==> config.mk <==
export PLATFORM = sky130hd
export DESIGN_NAME = d_cache_arbiter
export DESIGN_NICKNAME = d
export VERILOG_FILES = /design/src/rtl/d_cache_arbiter.sv
export SDC_FILE = /design/constraint.sdc
export NUM_CORES = 1
export LEC_CHECK = 0
export CAP_MARGIN = 5
export CORE_AREA = 5 5 129 131
export CTS_CLUSTER_DIAMETER = 30
export CTS_CLUSTER_SIZE = 24
export DETAILED_ROUTE_END_ITERATION = 16
export DIE_AREA = 0 0 134 136
export HOLD_SLACK_MARGIN = 0.05
export PLACE_DENSITY = 0.82
export RECOVER_POWER = 25
export SYNTH_ARGS = -nofsm -noshare
export SYNTH_HDL_FRONTEND = slang
export SYNTH_SLANG_ARGS = --single-unit
==> constraint.sdc <==
create_clock -name clk -period 9.6 [get_ports clk]
set_input_delay 0.96 -clock clk [delete_from_list [all_inputs] [get_ports clk]]
set_output_delay 0.96 -clock clk [all_outputs]
set_load 0.01 [all_outputs]
==> src/rtl/d_cache_arbiter.sv <==
// ---------------------------------------------------------------------------
// d_cache_arbiter
// Arbiter and sequencer for the single-port, byte-addressed data cache.
// Two requesters share the port: the pipeline MEM stage (cpu_*) and the
// program/data loader (ld_*). After reset the loader owns the cache until it
// pulses ld_done. From then on the CPU has priority, except that a waiting
// loader is forced in after MaxStreak consecutive CPU grants.
//
// Ports
//   clk, rst                 rising-edge clock, async active-high reset
//   cpu_req/we/addr/wdata    MEM-stage access, request held until cpu_gnt
//   cpu_gnt                  CPU access performed this cycle
//   cpu_rvalid/cpu_rdata     load data, one cycle after a load grant
//   cpu_err                  one-cycle pulse after an out-of-range CPU grant
//   cpu_stall                cpu_req & ~cpu_gnt, to the hazard unit
//   ld_req/addr/wdata        loader write, request held until ld_gnt
//   ld_done                  one-cycle pulse: boot image fully written
//   ld_gnt                   loader write performed this cycle
//   mem_we/addr/wd           cache write-enable, address, write data
//   mem_rd                   cache read data, valid one cycle after a read
//   boot_busy                high while the loader owns the cache
// ---------------------------------------------------------------------------
module d_cache_arbiter #(
    parameter int unsigned DataWidth = 32,
    parameter int unsigned Depth     = 120,
    parameter int unsigned MaxStreak = 4
) (
    input  logic                 clk,
    input  logic                 rst,

    input  logic                 cpu_req,
    input  logic                 cpu_we,
    input  logic [31:0]          cpu_addr,
    input  logic [DataWidth-1:0] cpu_wdata,
    output logic                 cpu_gnt,
    output logic                 cpu_rvalid,
    output logic [DataWidth-1:0] cpu_rdata,
    output logic                 cpu_err,
    output logic                 cpu_stall,

    input  logic                 ld_req,
    input  logic [31:0]          ld_addr,
    input  logic [DataWidth-1:0] ld_wdata,
    input  logic                 ld_done,
    output logic                 ld_gnt,

    output logic                 mem_we,
    output logic [31:0]          mem_addr,
    output logic [DataWidth-1:0] mem_wd,
    input  logic [DataWidth-1:0] mem_rd,

    output logic                 boot_busy
);

    localparam int unsigned AddrWidth   = 32;
    localparam int unsigned SumWidth    = AddrWidth + 1;
    localparam int unsigned StreakWidth = 4;

    localparam logic [SumWidth-1:0]    DepthExt  = SumWidth'(Depth);
    localparam logic [SumWidth-1:0]    WordSpan  = SumWidth'(3);
    localparam logic [StreakWidth-1:0] StreakMax = StreakWidth'(MaxStreak);

    typedef enum logic [0:0] {
        BOOT = 1'b0,
        RUN  = 1'b1
    } state_t;

    state_t                 state_q;
    state_t                 state_d;
    logic [StreakWidth-1:0] streak_q;
    logic [StreakWidth-1:0] streak_d;

    logic                   cpu_gnt_raw;
    logic                   ld_gnt_raw;
    logic                   override;

    logic                   cpu_in_range;
    logic                   ld_in_range;

    logic                   rd_pend_q;
    logic                   rd_ok_q;
    logic                   err_q;

    logic [AddrWidth-1:0]   hold_addr_q;
    logic [DataWidth-1:0]   hold_wd_q;

    // Range check: the last byte of the word must lie inside the cache.
    // The extra sum bit keeps addresses near 2^32 from wrapping into range.
    always_comb begin
        cpu_in_range = ({1'b0, cpu_addr} + WordSpan) < DepthExt;
        ld_in_range  = ({1'b0, ld_addr}  + WordSpan) < DepthExt;
    end

    // State register
    always_ff @(posedge clk or posedge rst) begin
        if (rst) begin
            state_q <= BOOT;
        end else begin
            state_q <= state_d;
        end
    end

    // Next state and grant decision
    always_comb begin
        state_d     = state_q;
        cpu_gnt_raw = 1'b0;
        ld_gnt_raw  = 1'b0;
        override    = 1'b0;
        boot_busy   = 1'b0;

        case (state_q)
            BOOT: begin
                // Loader owns the port; an out-of-range loader word is not granted here.
                boot_busy  = 1'b1;
                ld_gnt_raw = ld_req & ld_in_range;
                if (ld_done) begin
                    state_d = RUN;
                end
            end
            RUN: begin
                override    = ld_req & (streak_q == StreakMax);
                cpu_gnt_raw = cpu_req & ~override;
                ld_gnt_raw  = ld_req & ~cpu_gnt_raw;
            end
            default: begin
                state_d = BOOT;
            end
        endcase

        // No access is allowed to reach the cache while reset is held.
        cpu_gnt   = cpu_gnt_raw & ~rst;
        ld_gnt    = ld_gnt_raw & ~rst;
        cpu_stall = cpu_req & ~cpu_gnt;
    end

    // Streak of CPU grants taken while the loader was waiting
    always_comb begin
        streak_d = streak_q;
        if (ld_gnt || !ld_req) begin
            streak_d = '0;
        end else if (cpu_gnt && (streak_q != StreakMax)) begin
            streak_d = streak_q + StreakWidth'(1);
        end
    end

    always_ff @(posedge clk or posedge rst) begin
        if (rst) begin
            streak_q <= '0;
        end else begin
            streak_q <= streak_d;
        end
    end

    // Cache port mux; address and data park on the last granted access
    always_comb begin
        mem_addr = hold_addr_q;
        mem_wd   = hold_wd_q;
        mem_we   = 1'b0;
        if (cpu_gnt) begin
            mem_addr = cpu_addr;
            mem_wd   = cpu_wdata;
            mem_we   = cpu_we & cpu_in_range;
        end else if (ld_gnt) begin
            mem_addr = ld_addr;
            mem_wd   = ld_wdata;
            mem_we   = ld_in_range;
        end
    end

    always_ff @(posedge clk or posedge rst) begin
        if (rst) begin
            hold_addr_q <= '0;
            hold_wd_q   <= '0;
        end else begin
            hold_addr_q <= mem_addr;
            hold_wd_q   <= mem_wd;
        end
    end

    // Load return tracking and out-of-range error pulse
    always_ff @(posedge clk or posedge rst) begin
        if (rst) begin
            rd_pend_q <= 1'b0;
            rd_ok_q   <= 1'b0;
            err_q     <= 1'b0;
        end else begin
            rd_pend_q <= cpu_gnt & ~cpu_we;
            rd_ok_q   <= cpu_gnt & ~cpu_we & cpu_in_range;
            err_q     <= cpu_gnt & ~cpu_in_range;
        end
    end

    // Cache read data is already registered, so it is forwarded directly.
    always_comb begin
        cpu_rvalid = rd_pend_q;
        cpu_err    = err_q;
        cpu_rdata  = rd_ok_q ? mem_rd : '0;
    end

endmodule

==> reports/qor.yml <==
violations: "max-capacitance violations, max-slew violations"
grt_pass1_vias: 5748
routed_via_density: 5.68
cts_tree: "built"
max_stage_delay_ps: 970
status: "finished with violations"
period_needed_ps: 6430
io_pins: 269
crit_family: "simple AND/OR/NAND/NOR gates"
fillCellCount: 1425
syn_inst: 660
worstMarginPinSlew_ps: 4140
synth_warnings: 0
grtUsageTotal_pct: 21.6
synth-seq-area-share_pct: 34.1
clock_path_buffers: 2
setup_tns_ps: 0
critPathLaunchType: "input port"
postCtsResizedCells: 0
ctsHoldBuffers: 0
synth_edf_count: 0
hold_class: "flop to flop"
drv_slew: 73
fin_nets: 1048
routed_wl_mm: 20.4
power.density_nw_per_um2: 126
crit_arrival_ps: 5470
postRouteAntennaNets: 0
final_util_pct: 53.6
dieArea_um2: 18200
drc: 0
cp-end-kind: "output pin"
place_congestion: 0.914
antenna_found_initial: 0
fin_worst_skew_ps: 4.62
insertedDiodeCount: 0
finalCritPeriodShare_pct: 67.0
initial_core_util_pct: 34.1
rows: 46
ff_latch_area_um2: 1800
post_cts_buffers: 0
core_um2: 15500
finalHoldViolCount: 0
crit_chain: "clkdlybuf4s50_1 -> nand4_1 -> or2_1 -> nor4b_4 -> nand4_1 -> a22oi_2 -> buf_4 -> and3_1 -> o21ai_0 -> clkdlybuf4s50_1"
syn-cell-area_um2: 5290
clk-insertion-delay-late_ps: 340
cpMaxStageDelayCell: "and3_1"
clkTransAtPathRegs_ps: 60
vdd_drop_max_mv: 0.0772
synth_area_leaders: "dfrtp_1, nand3_1, and2_1"
synth-main-ff-cell: "dfrtp_1"
cp_num_buf_inv: 3
grt_overflow_total: 0
leakagePower_nw: 3.29
worstPathRequired_ps: 8640
final_cell_mix: "clkdlybuf4s50_1, nand3_1, and2_1"
netlist.area_leader.share_pct: 34.1
worstSetupPathType: "input port to output pin"
multi_input_area_um2: 3150
die_w_um: 134
fp.dieH_um: 136
synth.distinct_cells: 53
vias: 6122
synth_top_cell_by_area: "dfrtp_1"
wl_per_cell_um: 19.0
ys_ff_latch: 72
grt_max_degree: 81
max_clock_freq_ghz: 0.156
htreeDepth: 3
syn_to_final_growth_pct: 56.9
slew-limit-headroom_pct: -176
rsz0062_at_grt: "false"
syn_nets: 828
ys_async_sr_fraction_pct: 100
setup_viol: 0
drive_above_1_share_pct: 8.81
io_buffers: 268
synth.avg_cell_area_um2: 8.01
crit_fanout: 80
cts_buffers: 9
drt_iter0_markers: 535
grt_pass1_wl_mm: 31.5
final_common_cell: "clkdlybuf4s50_1"
drtPass1Iterations: 5
cts-root-buf: "clkbuf_16"
cts_num_sinks: 72
dp_hpwl_mm: 14.6
maxCapViolations: 1
[worst min-delay path: cells and delay by family (launching register included)]
| kind | cells | cell delay, ps |
|---|---|---|
| compound gates | 1 | 70 |
| flops | 1 | 360 |
| simple gates | 1 | 60 |
[through the flow]
step | cell area [um^2] | cells | setup WS, ps | power [W] | hold WS (ps)
2_1_floorplan | 5290 | 660 | 4620 | 0.000497 | 522
3_3_place_gp | 7980 | 1061 | 3170 | 0.000683 | 514
3_5_place_dp | 7980 | 1061 | 3180 | 0.000688 | 520
4_1_cts | 8300 | 1077 | 3160 | 0.00105 | 531
5_1_grt | 8290 | 1077 | 2830 | 0.00109 | 552
6_report | 8290 | 1077 | 3170 | 0.00104 | 529
[cell families after synthesis]
logic type / after synthesis / share of synthesized area (%)
AO/OA/AOI/OAI: 162 / 21.4
multiplexers: 3 / 0.592
AND/OR/NAND/NOR: 335 / 36.0
flip-flops: 72 / 34.1
XOR/XNOR: 6 / 0.994
adder cells (fa/ha/maj): 2 / 0.473
buffers and inverters: 80 / 6.53
[cell type report]
type | instances | area share [%]
clock buffer | 10 | 2.76
inverter | 12 | 0.558
sequential | 72 | 21.7
timing repair buffer | 277 | 33.1
tap | 192 | 2.90
clock inverter | 6 | 1.01
multi-input combinational | 508 | 37.9
[synth_stat cells (3+ instances only)]
master    number
nand3_1      114
and2_1        75
dfrtp_1       72
nand4_1       47
clkbuf_1      44
a31o_2        40
a22oi_1       39
a21oi_1       32
and3_1        27
o21ai_1       20
buf_2         18
nand2_1       17
nor3_1        17
nor2_1        15
inv_1         11
o21ai_0       11
nor4_1         6
and4_1         4
xor2_1         4
a211oi_1       3
or3_1          3
[power by group]
| group | internal, W | switching [W] | total [W] |
|---|---|---|---|
| Combinational | 0.000182 | 0.000146 | 0.000328 |
| Clock | 0.000227 | 0.000134 | 0.000361 |
| Sequential | 0.000343 | 0.0000110 | 0.000354 |
| Total | 0.000752 | 0.000291 | 0.00104 |
[sequential cells by signal (all words and copies together), names as in the netlist]
name         flops
cpu_err          1
cpu_rvalid       1
hold_addr_q     32
hold_wd_q       32
rd_ok_q          1
state_q          1
streak_q         4
[path summary, 6_finish.rpt]
check,from,end,depth (start not counted),slack [ps]
setup reg to reg,streak_q[0]$_DFFE_PP0P_,hold_addr_q[7]$_DFF_PP0_,10,5430
hold / removal,hold_addr_q[12]$_DFF_PP0_,hold_addr_q[12]$_DFF_PP0_,2,530
setup / recovery,ld_addr[7],mem_addr[7],10,3170
max in group asynchronous,rst,hold_addr_q[14]$_DFF_PP0_,3,4500
min in group asynchronous,rst,streak_q[3]$_DFFE_PP0P_,3,2760
hold reg to reg,hold_addr_q[12]$_DFF_PP0_,hold_addr_q[12]$_DFF_PP0_,2,530
[routing by layer]
metal | GRT usage [%] | wire [um] | vias to the layer above
li1 | - | - | 2925
met1 | 26.5 | 8230 | 2896
met2 | 36.8 | 10000 | 264
met3 | 4.89 | 1530 | 37
met4 | 8.69 | 623 | 0
met5 | 0 | 0 | -
Note: power is estimated with default switching activity, not from simulation.
==> variant, RTL diff (config.mk and constraints unchanged) <==
The parameter `DataWidth` goes from 32 to 16.
--- a/src/rtl/d_cache_arbiter.sv
+++ b/src/rtl/d_cache_arbiter.sv
@@ -21,7 +21,7 @@
 //   boot_busy                high while the loader owns the cache
 // ---------------------------------------------------------------------------
 module d_cache_arbiter #(
-    parameter int unsigned DataWidth = 32,
+    parameter int unsigned DataWidth = 16,
     parameter int unsigned Depth     = 120,
     parameter int unsigned MaxStreak = 4
 ) (
Ports: changed (5 resized); port bits go from 269 to 189. No check against the original RTL was run, so the function may have changed too.
==> variant against the unedited design <==
Final area down 27%. Total power down 31%. Count of clock-buffer cells in the layout down 2. Die area unchanged. Area after synthesis down 26%. Wire length down 24%. Clock power down 45%. Utilization down 15 points. Sequential power down 22%. Sequential cell count down 16. Setup slack better by 0.40 ns. Non-clock buffer count down 84. Clock skew up 0.0058 ns. Largest power group is now registers.
==> variant: results (changes against the unedited design) <==
Global routing
  • Initial antenna violation count: 1 (was 0)
  • Vias in the first global route: 4193 (was 5748)
  • Largest net degree at the start of global routing: 78 (was 81)
  • Total GRT Usage: 0.162 (was 0.216)
  • First-pass GRT wire length: 23.3 mm (was 31.5 mm)

Power
  • Leakage power: 0.00248 uW (was 0.00329 uW)
  • Sw power: 214 uW (was 291 uW)
  • Max VDD drop: 0.0624 mV (was 0.0772 mV)

Synth
  • Unique masters post-synth: 51 (was 53)
  • Syn nets: 614 (was 828)
  • Post-synth top cells: nand2_1 (66), dfrtp_1 (56), o21ai_0 (53) (was nand3_1 (114), and2_1 (75), dfrtp_1 (72))
  • Synth area leaders: dfrtp_1 (36%), o21ai_0 (6.8%), nand2_1 (6.3%) (was dfrtp_1 (34%), nand3_1 (11%), and2_1 (8.9%))
  • Register area share after synthesis: 0.358 (was 0.341)

Timing
  • Setup Skew: 0.0104 ns (was 0.00462 ns)
  • Worst-Margin Slew: 1.07 ns (was 4.14 ns)

Drt
  • WL/cell: 18.1 um (was 19.0 um)
  • DRT iter0 DRCs: 327 (was 535)
  • Via/cell ratio: 5.19 (was 5.68)

Finish
  • Post-layout nets: 778 (was 1048)
  • Share of cells above drive strength 1: 0.0288 (was 0.0881)
  • Biggest regs: hold_addr_q: 32 flops, hold_wd_q: 16 flops, streak_q: 4 flops (was hold_addr_q: 32 flops, hold_wd_q: 32 flops, streak_q: 4 flops)
  • Fill count: 1575 (was 1425)

Place
  • Routability cong.: 0.836 (was 0.914)
  • IO buf count: 188 (was 268)
  • DP Wirelength: 11.6 mm (was 14.6 mm)

Run status
  • Status: finished, final reports clean (was finished, violations left)

CTS
  • Cts bufs inserted: 5 (was 9)
  • Clock Latency Late Sink: 0.30 ns (was 0.34 ns)
  • Number of H-tree levels: 2 (was 3)

Critical path
  • Worst Path Max Fanout: 58 (was 80)
  • Crit path arrival time: 5.07 ns (was 5.47 ns)
  • Worst path top cell family by delay: buffers and inverters (was simple AND/OR/NAND/NOR gates)
  • Crit path largest cell delay: 0.66 ns (was 0.97 ns)
==> variant: cell types whose count changed in the layout (fill, tap and decap cells not counted), sizes merged, moves of 26 or more <==
cell | before | now
nand3 | 115 | 13
clkdlybuf4s50 | 266 | 186
nor2 | 15 | 41
a22oi | 40 | 2
and2 | 75 | 20
nand4 | 47 | 12
nand2 | 17 | 66
a31o | 40 | 2
==> variant: kinds of logic (layout without fill, tap and decap cells) <==
| kind of cell | Yosys count | after routing | synth area share |
|---|---|---|---|
| adders and majority gates | 2 | 2 | 0.00640 |
| DFF | 56 | 56 | 0.358 |
| AOI/OAI and AO/OA | 155 | 155 | 0.253 |
| xor gates and xnor gates | 11 | 11 | 0.0246 |
| muxes | 2 | 2 | 0.00544 |
| buffers and inverters | 46 | 211 | 0.0566 |
| and+or+nand+nor | 222 | 222 | 0.295 |
| other | 0 | 1 | 0 |
==> variant: worst paths after layout <==
check | from | to | slack, ns | depth (start not counted)
worst max-delay path | rst | mem_wd[14] | 3.57 | 11
worst min-delay path | hold_wd_q[0] | hold_wd_q[0] | 0.62 | 3
worst max register to register | streak_q[0] | hold_addr_q[14] | 6.32 | 11
worst min register to register | hold_wd_q[0] | hold_wd_q[0] | 0.62 | 3
max in group asynchronous | rst | hold_wd_q[9] | 7.72 | 3
min in group asynchronous | rst | hold_addr_q[20] | 1.35 | 3
==> variant: power by group through the flow <==
| stage | logic, uW | clock network, uW | registers, uW |
|---|---|---|---|
| final | 253 | 197 | 275 |
| after global routing | 275 | 211 | 278 |
| after CTS | 254 | 204 | 275 |
| after detailed placement | 253 | 0 | 280 |
| after global placement | 251 | 0 | 279 |
| after floorplan | 108 | 0 | 278 |
==> variant: area by class of cell <==
type | count | area share
multi-input combinational | 392 | 0.379
timing repair buffer | 193 | 0.318
sequential | 56 | 0.232
tap | 192 | 0.0398
clock buffer | 8 | 0.0242
inverter | 10 | 0.00622
antenna | 1 | 0.000414
==> variant: layer usage <==
layer  track usage  vias to the layer above  share of wire
met3        0.0459                       10          0.096
met5             0                        -              0
li1              -                     2108              -
met2         0.276                      213           0.48
met1         0.204                     2087           0.41
met4        0.0360                        0          0.013
==> variant: tightest hold or removal path, stage by stage (launching register included) <==
cell and delay [ns]:
dfrtp_1 0.36, nand2_1 0.05, o21a_1 0.10, a21oi_1 0.07
==> variant: metrics by stage <==
stage | cells | utilization | cell area [um^2] | hold slack, ns | setup WS, ns
after CTS | 851 | 0.390 | 6040 | 0.622 | 3.59
after detailed placement | 843 | 0.380 | 5890 | 0.610 | 3.64
after global routing | 852 | 0.390 | 6040 | 0.650 | 3.14
after floorplan | 494 | - | 3910 | 0.522 | 4.97
final | 852 | 0.390 | 6040 | 0.620 | 3.57
after global placement | 843 | 0.380 | 5890 | 0.606 | 3.65
